<file path="config.mk">
export PLATFORM = sky130hd
export DESIGN_NAME = pkt_slot_scheduler
export DESIGN_NICKNAME = d
export VERILOG_FILES = /design/src/rtl/pkt_sched_pkg.sv /design/src/rtl/pkt_sched_delay.sv /design/src/rtl/pkt_slot_scheduler.sv
export SDC_FILE = /design/constraint.sdc
export NUM_CORES = 1
export LEC_CHECK = 0
export CORE_UTILIZATION = 55
export CTS_CLUSTER_DIAMETER = 120
export DETAILED_ROUTE_END_ITERATION = 6
export PLACE_DENSITY = 0.81
export SYNTH_ARGS = -nofsm -noshare
export SYNTH_HDL_FRONTEND = slang
export SYNTH_HIERARCHICAL = 1
export SYNTH_SLANG_ARGS = --single-unit
</file>
<file path="constraint.sdc">
create_clock -name CLK -period 6.99 [get_ports CLK]
set_input_delay 1.398 -clock CLK [delete_from_list [all_inputs] [get_ports CLK]]
set_output_delay 1.398 -clock CLK [all_outputs]
set_load 0.005 [all_outputs]
</file>
<file path="src/rtl/pkt_sched_pkg.sv">
`default_nettype none
// ============================================================================
// Module : pkt_sched_pkg
// Brief  : Shared defaults and types for the packet slot scheduler.
// Rev    : 1.0
// ============================================================================
package pkt_sched_pkg;
  localparam int DEF_SLOT_W   = 4;
  localparam int DEF_LEN_W    = 5;
  localparam int DEF_READ_LAT = 2;

  typedef enum logic [0:0] {
    S_IDLE = 1'b0,
    S_READ = 1'b1
  } sched_state_t;

  typedef logic [DEF_LEN_W-1:0] slot_len_t;
endpackage
`default_nettype wire

</file>
<file path="src/rtl/pkt_sched_delay.sv">
`default_nettype none
// ============================================================================
// Module : pkt_sched_delay
// Brief  : DEPTH-stage shift register aligning {valid, last} with read data.
// Rev    : 1.0
// ============================================================================
module pkt_sched_delay #(
  parameter int DEPTH = 2
) (
  input  logic CLK,
  input  logic reset,
  input  logic in_valid,
  input  logic in_last,
  output logic out_valid,
  output logic out_last
);

  logic [2*DEPTH-1:0] sr;

  generate
    if (DEPTH == 1) begin : g_single
      always_ff @(posedge CLK or posedge reset) begin
        if (reset) sr <= '0;
        else       sr <= {in_valid, in_last};
      end
    end else begin : g_multi
      always_ff @(posedge CLK or posedge reset) begin
        if (reset) sr <= '0;
        else       sr <= {sr[2*DEPTH-3:0], in_valid, in_last};
      end
    end
  endgenerate

  assign out_valid = sr[2*DEPTH-1];
  assign out_last  = sr[2*DEPTH-2];

endmodule
`default_nettype wire

</file>
<file path="src/rtl/pkt_slot_scheduler.sv">
`default_nettype none
// ============================================================================
// Module : pkt_slot_scheduler
// Brief  : Circular slot allocator and in-order replay sequencer for the
//          packet buffer. Define PKT_SCHED_STATS_EN for push/pop counters.
// Rev    : 1.0
// ============================================================================
module pkt_slot_scheduler
  import pkt_sched_pkg::*;
#(
  parameter int SLOT_W   = DEF_SLOT_W,
  parameter int LEN_W    = DEF_LEN_W,
  parameter int READ_LAT = DEF_READ_LAT
) (
  input  logic              CLK,
  input  logic              reset,
  input  logic              wr_word,
  input  logic              wr_last,
  output logic              wr_ready,
  output logic [SLOT_W-1:0] wr_slot,
  output logic [LEN_W-1:0]  wr_addr,
  input  logic              rd_ready,
  output logic              mem_ren,
  output logic [SLOT_W-1:0] mem_r_id,
  output logic [LEN_W-1:0]  mem_r_addr,
  output logic              mem_r_last,
  output logic              out_valid,
  output logic              out_last,
  output logic [SLOT_W:0]   slots_used,
  output logic              ovf_err,
`ifdef PKT_SCHED_STATS_EN
  output logic [15:0]       pkt_in_cnt,
  output logic [15:0]       pkt_out_cnt,
`endif
  output logic              trunc_err
);

  localparam int              NSLOT    = 1 << SLOT_W;
  localparam logic [LEN_W-1:0] ADDR_MAX = '1;
  localparam logic [0:0]      ST_IDLE  = 1'(S_IDLE);
  localparam logic [0:0]      ST_READ  = 1'(S_READ);

  logic              accept;
  logic              at_max;
  logic              push;
  logic              pop;
  logic [0:0]        state;
  logic [SLOT_W-1:0] head;
  logic [LEN_W-1:0]  rd_len;
  logic [LEN_W-1:0]  len_mem [NSLOT];

  // slots_used never exceeds 2^SLOT_W, so its MSB alone flags "full".
  assign wr_ready   = ~slots_used[SLOT_W];
  assign accept     = wr_word & wr_ready;
  assign at_max     = (wr_addr == ADDR_MAX);
  assign push       = accept & (wr_last | at_max);

  assign mem_ren    = (state == ST_READ) & rd_ready;
  assign mem_r_last = mem_ren & (mem_r_addr == rd_len);
  assign mem_r_id   = head;
  assign pop        = mem_r_last;

  always_ff @(posedge CLK or posedge reset) begin
    if (reset) begin
      wr_slot   <= '0;
      wr_addr   <= '0;
      ovf_err   <= 1'b0;
      trunc_err <= 1'b0;
    end else begin
      if (push) begin
        wr_slot <= wr_slot + 1'b1;
        wr_addr <= '0;
      end else if (accept) begin
        wr_addr <= wr_addr + 1'b1;
      end
      if (wr_word & ~wr_ready)          ovf_err   <= 1'b1;
      if (accept & ~wr_last & at_max)   trunc_err <= 1'b1;
    end
  end

  // Length storage holds (words - 1); contents are only read once pushed.
  always_ff @(posedge CLK) begin
    if (push) len_mem[wr_slot] <= wr_addr;
  end

  always_ff @(posedge CLK or posedge reset) begin
    if (reset) begin
      slots_used <= '0;
    end else if (push & ~pop) begin
      slots_used <= slots_used + 1'b1;
    end else if (pop & ~push) begin
      slots_used <= slots_used - 1'b1;
    end
  end

  always_ff @(posedge CLK or posedge reset) begin
    if (reset) begin
      state      <= ST_IDLE;
      head       <= '0;
      rd_len     <= '0;
      mem_r_addr <= '0;
    end else begin
      case (state)
        ST_IDLE: begin
          if (slots_used != '0) begin
            rd_len     <= len_mem[head];
            mem_r_addr <= '0;
            state      <= ST_READ;
          end
        end
        ST_READ: begin
          if (mem_ren) begin
            if (mem_r_last) begin
              head  <= head + 1'b1;
              state <= ST_IDLE;
            end else begin
              mem_r_addr <= mem_r_addr + 1'b1;
            end
          end
        end
        default: state <= ST_IDLE;
      endcase
    end
  end

  pkt_sched_delay #(
    .DEPTH (READ_LAT)
  ) u_delay (
    .CLK       (CLK),
    .reset     (reset),
    .in_valid  (mem_ren),
    .in_last   (mem_r_last),
    .out_valid (out_valid),
    .out_last  (out_last)
  );

`ifdef PKT_SCHED_STATS_EN
  always_ff @(posedge CLK or posedge reset) begin
    if (reset) begin
      pkt_in_cnt  <= '0;
      pkt_out_cnt <= '0;
    end else begin
      if (push) pkt_in_cnt  <= pkt_in_cnt + 16'd1;
      if (pop)  pkt_out_cnt <= pkt_out_cnt + 16'd1;
    end
  end
`endif

endmodule
`default_nettype wire

</file>
==> results of run 1 <==
-- cells in the final DEF (no fill, tap or decap), types with 7 or more instances in the layout --
master,count
mux2_2,7
inv_6,8
xnor2_1,11
edfxtp_1,80
inv_1,9
ha_1,12
clkdlybuf4s50_1,34
nand2_1,31
dfrtp_1,35
mux4_2,12
nor2_1,16
o21ai_0,9
mux4_1,8
mux2i_1,7
clkbuf_16,16
-- worst paths after layout --
path / start / end
hold / removal: u_delay/sr[1] / u_delay/sr[3]
hold reg to reg: u_delay/sr[1] / u_delay/sr[3]
max in group asynchronous: reset / wr_slot[3]
setup reg to reg: wr_addr[0] / slots_used[4]
min in group asynchronous: reset / u_delay/sr[0]
setup / recovery: rd_ready / mem_r_last
-- per-stage QoR --
stage	instances	power [mW]	setup WS (ps)
after CTS	467	2.35	2530
after global placement	435	1.45	2590
after global routing	467	2.44	2440
after detailed placement	435	1.48	2540
final	467	2.33	2530
after floorplan	300	1.27	3660
-- Yosys cell counts, drive strengths merged (2+ instances only) --
master / number
mux2: 7
a21o: 5
mux2i: 7
xnor2: 11
a22o: 3
nand2b: 2
o21ai: 13
nand2: 31
clkbuf: 7
xor2: 5
nand4: 3
edfxtp: 80
nand3: 4
nor4: 2
a21oi: 6
inv: 10
nor2: 17
dfrtp: 35
nor3: 6
mux4: 20
ha: 12
buf: 4
-- registers in the layout (all words and copies together) (netlist names) --
signal	flops
len_mem	80
mem_r_addr	5
rd_len	5
slots_used	5
wr_addr	5
mem_r_id	4
u_delay/sr	4
wr_slot	4
ovf_err	1
state	1
trunc_err	1
-- cell families (layout without fill, tap and decap cells) --
family / Yosys count / count (layout) / share of synthesized area
multiplexers: 34 / 34 / 0.129
buffers and inverters: 21 / 80 / 0.0289
AO/OA/AOI/OAI: 33 / 33 / 0.0446
adder cells (fa/ha/maj): 13 / 13 / 0.0348
XOR/XNOR: 16 / 16 / 0.0287
AND/OR/NAND/NOR: 68 / 68 / 0.0630
flip-flops: 115 / 115 / 0.671
-- power groups by stage --
stage / Sequential (mW) / Clock [mW] / Combinational [mW]
4_1_cts: 0.940 / 0.876 / 0.532
2_1_floorplan: 0.930 / 0 / 0.340
3_3_place_gp: 0.946 / 0 / 0.504
6_report: 0.938 / 0.865 / 0.525
3_5_place_dp: 0.953 / 0 / 0.525
5_1_grt: 0.954 / 0.907 / 0.581
-- critical path, delay by kind of cell --
family / cells / cell delay, ps
simple gates: 2 / 320
buf+inv: 4 / 1340
-- area by class of cell --
class	count	area, um2	share of cell area
sequential	115	3280	0.557
multi-input combinational	164	1470	0.249
clock buffer	17	414	0.0704
timing repair buffer	38	370	0.0630
clock inverter	15	181	0.0308
tap	108	135	0.0230
inverter	10	37.5	0.00638
-- per-layer routing --
layer | vias up | part of all wire
met5 | - | 0
met4 | 0 | 0.014
met3 | 12 | 0.045
met2 | 86 | 0.51
met1 | 1344 | 0.43
li1 | 1238 | -
==> flow_metrics.tcl, run 1 <==
set metrics [dict create \
    status "finished clean" \
    clk_pin_slew_ps 60 \
    num_vias 2680 \
    clockRootBuffer "clkbuf_8" \
    placementRows 34 \
    drc 0 \
    async_reset_ff_frac 0.304 \
    min_period_ps 4460 \
    design_area_um2 5880 \
    num_antenna_cells 0 \
    synth-seq-cells 115 \
    htreeDepth 4 \
    hold_depth 0 \
    slowest_delay_ps 520 \
    port-buffer-count 34 \
    antenna_left 0 \
    start_util 0.563 \
    core_area_um2 8680 \
    synth_area_um2 4880 \
    cts-hold-fix-buffers 0 \
    drive_gt1_frac 0.170 \
    grt_usage 0.227 \
    place_congestion 0.833 \
    hp-class "reg2reg" \
    p_sw_uw 689 \
    pwr-share-comb 0.226 \
    p_leak_nw 2.21 \
    seq_power_share 0.403 \
    grt_overflow 0 \
    worstSetupPathType "in2out" \
    hold_viol_final 0 \
    crit_top_cell "clkdlybuf4s50_1" \
    yosys.area.top_type "edfxtp_1" \
    ys_seq_area_frac 0.671 \
    p_per_area_nw_per_um2 396 \
    reg2regPathDepth 13 \
    die_w_um 96.2 \
    skew_ps 9.00 \
    synth_edf_count 80 \
    cts_made_buffers 17 \
    grt_pass1_vias 2734 \
    cts_buffer_depth 2 \
    grt_use_met3 0.0545 \
    final_util 0.678 \
    critPathRequiredTime_ps 5590 \
    antenna_found_initial 0 \
    clock_power_share 0.372 \
    postCtsSetupBuffers 0 \
    fmax_mhz 224 \
    n_fill_cell 600 \
    top_usage_layer "met2" \
    p_int_mw 1.64 \
    crit_path_start_kind "input port" \
    relSlewSlack 0.368 \
    critPathMaxFanout 9 \
    finalCritPeriodShare 0.637 \
    worstMarginPinSlew_ps 948 \
    cap_violations 0 \
    design.die.area_um2 9260 \
    post_drt_wl_per_cell_um 19.6 \
    grt_pass1_wl_um 14400 \
    slew_violations 0 \
    crit_chain "clkdlybuf4s50_1 > nand2_1 > inv_1 > nand3_2 > inv_2 > clkdlybuf4s50_1" \
    synth_area_leaders "edfxtp_1 49%, dfrtp_1 18%, mux4_2 5.5%" \
    drtPass1Iterations 4 \
    setup.worst_path.end_class "output pin" \
    die_h_um 96.2 \
    synth.distinct_cells 40 \
    grt_max_degree 32 \
    syn_nets 318 \
    drtIter0Drc 98 \
    placedInstanceArea_um2 5290 \
    use_met1 0.279 \
    routed_wl_um 9170 \
    synth-main-ff-cell "edfxtp_1" \
    ir_worst_vdd_v 0.000192 \
    grt_util_met2 0.371 \
    slowest_stage "clkdlybuf4s50_1" \
    synth_top_area_share 0.492 \
    tns_ps 0 \
    dp_hpwl_um 6010 \
    r2r_setup_slack_ps 3420 \
    setup_viol 0 \
    avgSynthCellArea_um2 16.3 \
    fin_hold_ws_ps 377 \
    cts_tree "yes" \
    numClockSinks 115 \
    power.share.switching 0.296 \
    yosys_warnings 6 \
    cts_resized 0 \
    vias_per_cell 5.74 \
    area_delta_synth_final_pct 20.4 \
    grt_setup_unrepaired "false" \
    insertion_delay_ps 520 \
    ios 35 \
    syn_inst 300 \
    crit_arrival_ps 3060 \
    fin_nets 364 \
]
Note: power is estimated with default switching activity, not from simulation.
==> run 2: changes to the inputs <==
Clock period 6.99 ns to 4.3 ns, I/O delays scaled along.
==> flow_metrics.tcl, run 2 (synthesis results as in run 1) <==
set metrics [dict create \
    n_fill_cell 590 \
    postCtsSetupBuffers 0 \
    start_util 0.563 \
    design.die.area_um2 9260 \
    cts_made_buffers 17 \
    setup.worst_path.end_class "output pin" \
    crit_arrival_ps 2550 \
    cts_resized 0 \
    use_met1 0.294 \
    tns_ps 0 \
    routed_wl_um 9100 \
    cts_buffer_depth 2 \
    drtPass1Iterations 4 \
    grt_usage 0.227 \
    p_leak_nw 2.22 \
    cts-hold-fix-buffers 0 \
    seq_area_um2 3280 \
    die_h_um 96.2 \
    finalCritPeriodShare 0.794 \
    area_delta_synth_final_pct 20.6 \
    port-buffer-count 34 \
    grt_util_met2 0.359 \
    hold_viol_final 0 \
    critPathMaxFanout 9 \
    grt_overflow 0 \
    drc 0 \
    p_per_area_nw_per_um2 637 \
    largest_register_ffs 80 \
    grt_use_met3 0.0735 \
    worstSetupPathType "in2out" \
    grt_pass1_vias 2750 \
    post_drt_wl_per_cell_um 19.4 \
    htreeDepth 4 \
    vias_per_cell 5.69 \
    place_congestion 0.774 \
    setup_viol 0 \
    drive_gt1_frac 0.177 \
    grt_max_degree 25 \
    skew_ps 8.76 \
    numClockSinks 115 \
    die_w_um 96.2 \
    fin_cells 470 \
    placed_cells_incl_taps 438 \
    ios 35 \
    clockRootBuffer "clkbuf_8" \
    ir_worst_vdd_v 0.000342 \
    worstMarginPinSlew_ps 939 \
    grt_setup_unrepaired "false" \
    drtIter0Drc 209 \
    final_common_cell "edfxtp_1" \
    num_vias 2675 \
    final_cell_mix "80 x edfxtp_1, 35 x dfrtp_1, 34 x clkdlybuf4s50_1" \
    regMostFlops "len_mem" \
    hp-class "reg2reg" \
    multi_input_area_um2 1470 \
    cap_violations 0 \
    top_usage_layer "met2" \
    final_util 0.679 \
    critPathRequiredTime_ps 3440 \
    antenna_found_initial 0 \
    dp_hpwl_um 6130 \
    crit_path_start_kind "input port" \
    clk_pin_slew_ps 60 \
    relSlewSlack 0.373 \
    num_antenna_cells 0 \
    insertion_delay_ps 510 \
    antenna_left 0 \
    fmax_mhz 293 \
    min_period_ps 3410 \
    placementRows 34 \
    status "finished clean" \
    core_area_um2 8680 \
    grt_pass1_wl_um 14600 \
    slew_violations 0 \
    fin_nets 367 \
    cts_tree "yes" \
]
## run 2: layer usage
metal / vias to the layer above / part of all wire
met2: 85 / 0.50
met5: - / 0
met4: 0 / 0.013
met1: 1332 / 0.44
met3: 12 / 0.041
li1: 1246 / -
## run 2: worst paths after layout
check	start	endpoint	slack, ps	depth (start not counted)
max	rd_ready	mem_r_last	890	6
max reg2reg	wr_addr[4]	slots_used[4]	1250	11
max in group asynchronous	reset	mem_r_addr[0]	2730	3
min reg2reg	u_delay/sr[1]	u_delay/sr[3]	360	0
min in group asynchronous	reset	u_delay/sr[0]	580	2
min	u_delay/sr[1]	u_delay/sr[3]	360	0
## run 2: worst max-delay path, cell delays in order
cell	delay [ps]
clkdlybuf4s50_1	490
nand2_1	100
inv_1	170
nand3_2	250
inv_2	170
clkdlybuf4s50_1	510
## run 2: report_power, final
part | switching, mW | internal, mW | leakage [nW]
clock | 0.529 | 0.841 | 0.288
combinational | 0.415 | 0.466 | 0.762
sequential | 0.152 | 1.35 | 1.17
## run 2: per-stage QoR
stage                     area [um2]  hold slack (ps)  total power [mW]  setup WS [ps]
after floorplan                 4880              331              2.06           1370
after global placement          5310              350              2.36            878
after detailed placement        5310              354              2.41            794
after CTS                       5890              367              3.79            881
after global routing            5890              364              3.96            761
final                           5890              358              3.76            886
## run 2: final cells by class
class	instances	area share
inverters	10	0.00637
multi-input cells	164	0.249
clock buffers	17	0.0703
repair buffers	41	0.0667
clock inverters	15	0.0289
flip-flops and latches	115	0.556
well taps	108	0.0229
==> run 3: changes to the inputs <==
Clock period 4.3 ns to 3.4 ns, I/O delays scaled along.
==> flow_metrics.tcl, run 3 (synthesis results as in run 1) <==
set metrics [dict create \
    crit_path_start_kind "flop" \
    num_antenna_cells 0 \
    final_common_cell "edfxtp_1" \
    setup.worst_path.end_class "output pin" \
    antenna_left 0 \
    crit_arrival_ps 2410 \
    skew_ps 9.83 \
    reg2regPathDepth 13 \
    critPathMaxFanout 8 \
    seq_area_um2 3280 \
    hold_depth 0 \
    cts_made_buffers 17 \
    numClockSinks 115 \
    relSlewSlack 0.555 \
    post_drt_wl_per_cell_um 19.8 \
    grt_setup_unrepaired "false" \
    hold_viol_final 0 \
    r2r_start "wr_addr[0]" \
    grt_pass1_wl_um 14600 \
    clockRootBuffer "clkbuf_8" \
    setup_viol 0 \
    hold_path_end "u_delay/sr[2]" \
    regMostFlops "len_mem" \
    drtIter0Drc 151 \
    fin_nets 375 \
    drive_gt1_frac 0.189 \
    ios 35 \
    start_util 0.563 \
    worstSetupPathType "reg2out" \
    fin_cells 478 \
    design.die.area_um2 9260 \
    htreeDepth 4 \
    postCtsSetupBuffers 0 \
    antenna_found_initial 0 \
    fmax_mhz 323 \
    cts_buffer_depth 2 \
    final_cell_mix "80 x edfxtp_1, 35 x dfrtp_1, 34 x clkdlybuf4s50_1" \
    insertion_delay_ps 510 \
    die_w_um 96.2 \
    drc 0 \
    cts-hold-fix-buffers 0 \
    status "finished clean" \
    cap_violations 0 \
    cts_tree "yes" \
    p_per_area_nw_per_um2 781 \
    min_from "u_delay/sr[0]" \
    port-buffer-count 34 \
    slew_violations 0 \
    area_delta_synth_final_pct 20.8 \
    num_vias 2765 \
    routed_wl_um 9480 \
    placed_cells_incl_taps 446 \
    critPathRequiredTime_ps 2720 \
    dp_hpwl_um 5900 \
    drtPass1Iterations 4 \
    hp-class "reg2reg" \
    r2r_setup_slack_ps 590 \
    cts_resized 0 \
    placementRows 34 \
    tns_ps 0 \
    finalCritPeriodShare 0.910 \
    final_util 0.680 \
    reg2reg_to "slots_used[4]" \
    core_area_um2 8680 \
    grt_usage 0.229 \
    vias_per_cell 5.78 \
    min_period_ps 3090 \
    design_area_um2 5900 \
    largest_register_ffs 80 \
    grt_overflow 0 \
    die_h_um 96.2 \
    worstMarginPinSlew_ps 667 \
    grt_pass1_vias 2702 \
    n_fill_cell 602 \
    placedInstanceArea_um2 5370 \
    grt_max_degree 32 \
    p_leak_nw 2.23 \
    multi_input_area_um2 1470 \
    place_congestion 0.825 \
    clk_pin_slew_ps 60 \
    finalPower_mw 4.61 \
    ir_worst_vdd_v 0.000446 \
]
[run 3: layer usage]
| layer | part of all wire | GRT usage | up-vias |
|---|---|---|---|
| met1 | 0.42 | 0.295 | 1387 |
| met3 | 0.058 | 0.0640 | 4 |
| met5 | 0 | 0 | - |
| met4 | 0.0050 | 0.0746 | 0 |
| met2 | 0.52 | 0.378 | 120 |
| li1 | - | - | 1254 |
[run 3: where the power goes]
| group | total (mW) | internal (mW) | switching [mW] |
|---|---|---|---|
| clock | 1.57 | 0.955 | 0.612 |
| combinational | 1.13 | 0.594 | 0.538 |
| sequential | 1.91 | 1.71 | 0.195 |
| total | 4.61 | 3.26 | 1.35 |
[run 3: through the flow]
stage / hold slack [ps] / setup WS, ps
floorplan: 331 / 466
global placement: 362 / 373
detailed placement: 354 / 327
CTS: 368 / 260
global route: 380 / 180
finish: 374 / 306
[run 3: cell type report]
type / count / share of cell area
Clock buffer: 17 / 0.0702
Clock inverter: 15 / 0.0201
Inverter: 10 / 0.00636
Multi-Input combinational cell: 164 / 0.248
Sequential cell: 115 / 0.555
Tap cell: 108 / 0.0229
Timing Repair Buffer: 49 / 0.0767
[run 3: critical path: stages (launching register included)]
cell	delay, ps
dfrtp_1	470
xor2_1	190
nor4_2	330
nand3_2	120
buf_4	190
inv_2	100
clkdlybuf4s50_1	500
[run 3: worst max path at each step]
stage                        startpoint            end  slack, ps  cells past startpoint
final                     mem_r_addr[2]     mem_r_last        310                      6
after global routing      mem_r_addr[2]     mem_r_last        180                      6
after CTS                 mem_r_addr[2]     mem_r_last        260                      6
after detailed placement        wr_word  slots_used[4]        330                     11
after global placement          wr_word  slots_used[4]        370                     11
after floorplan              wr_addr[0]  slots_used[4]        470                     13
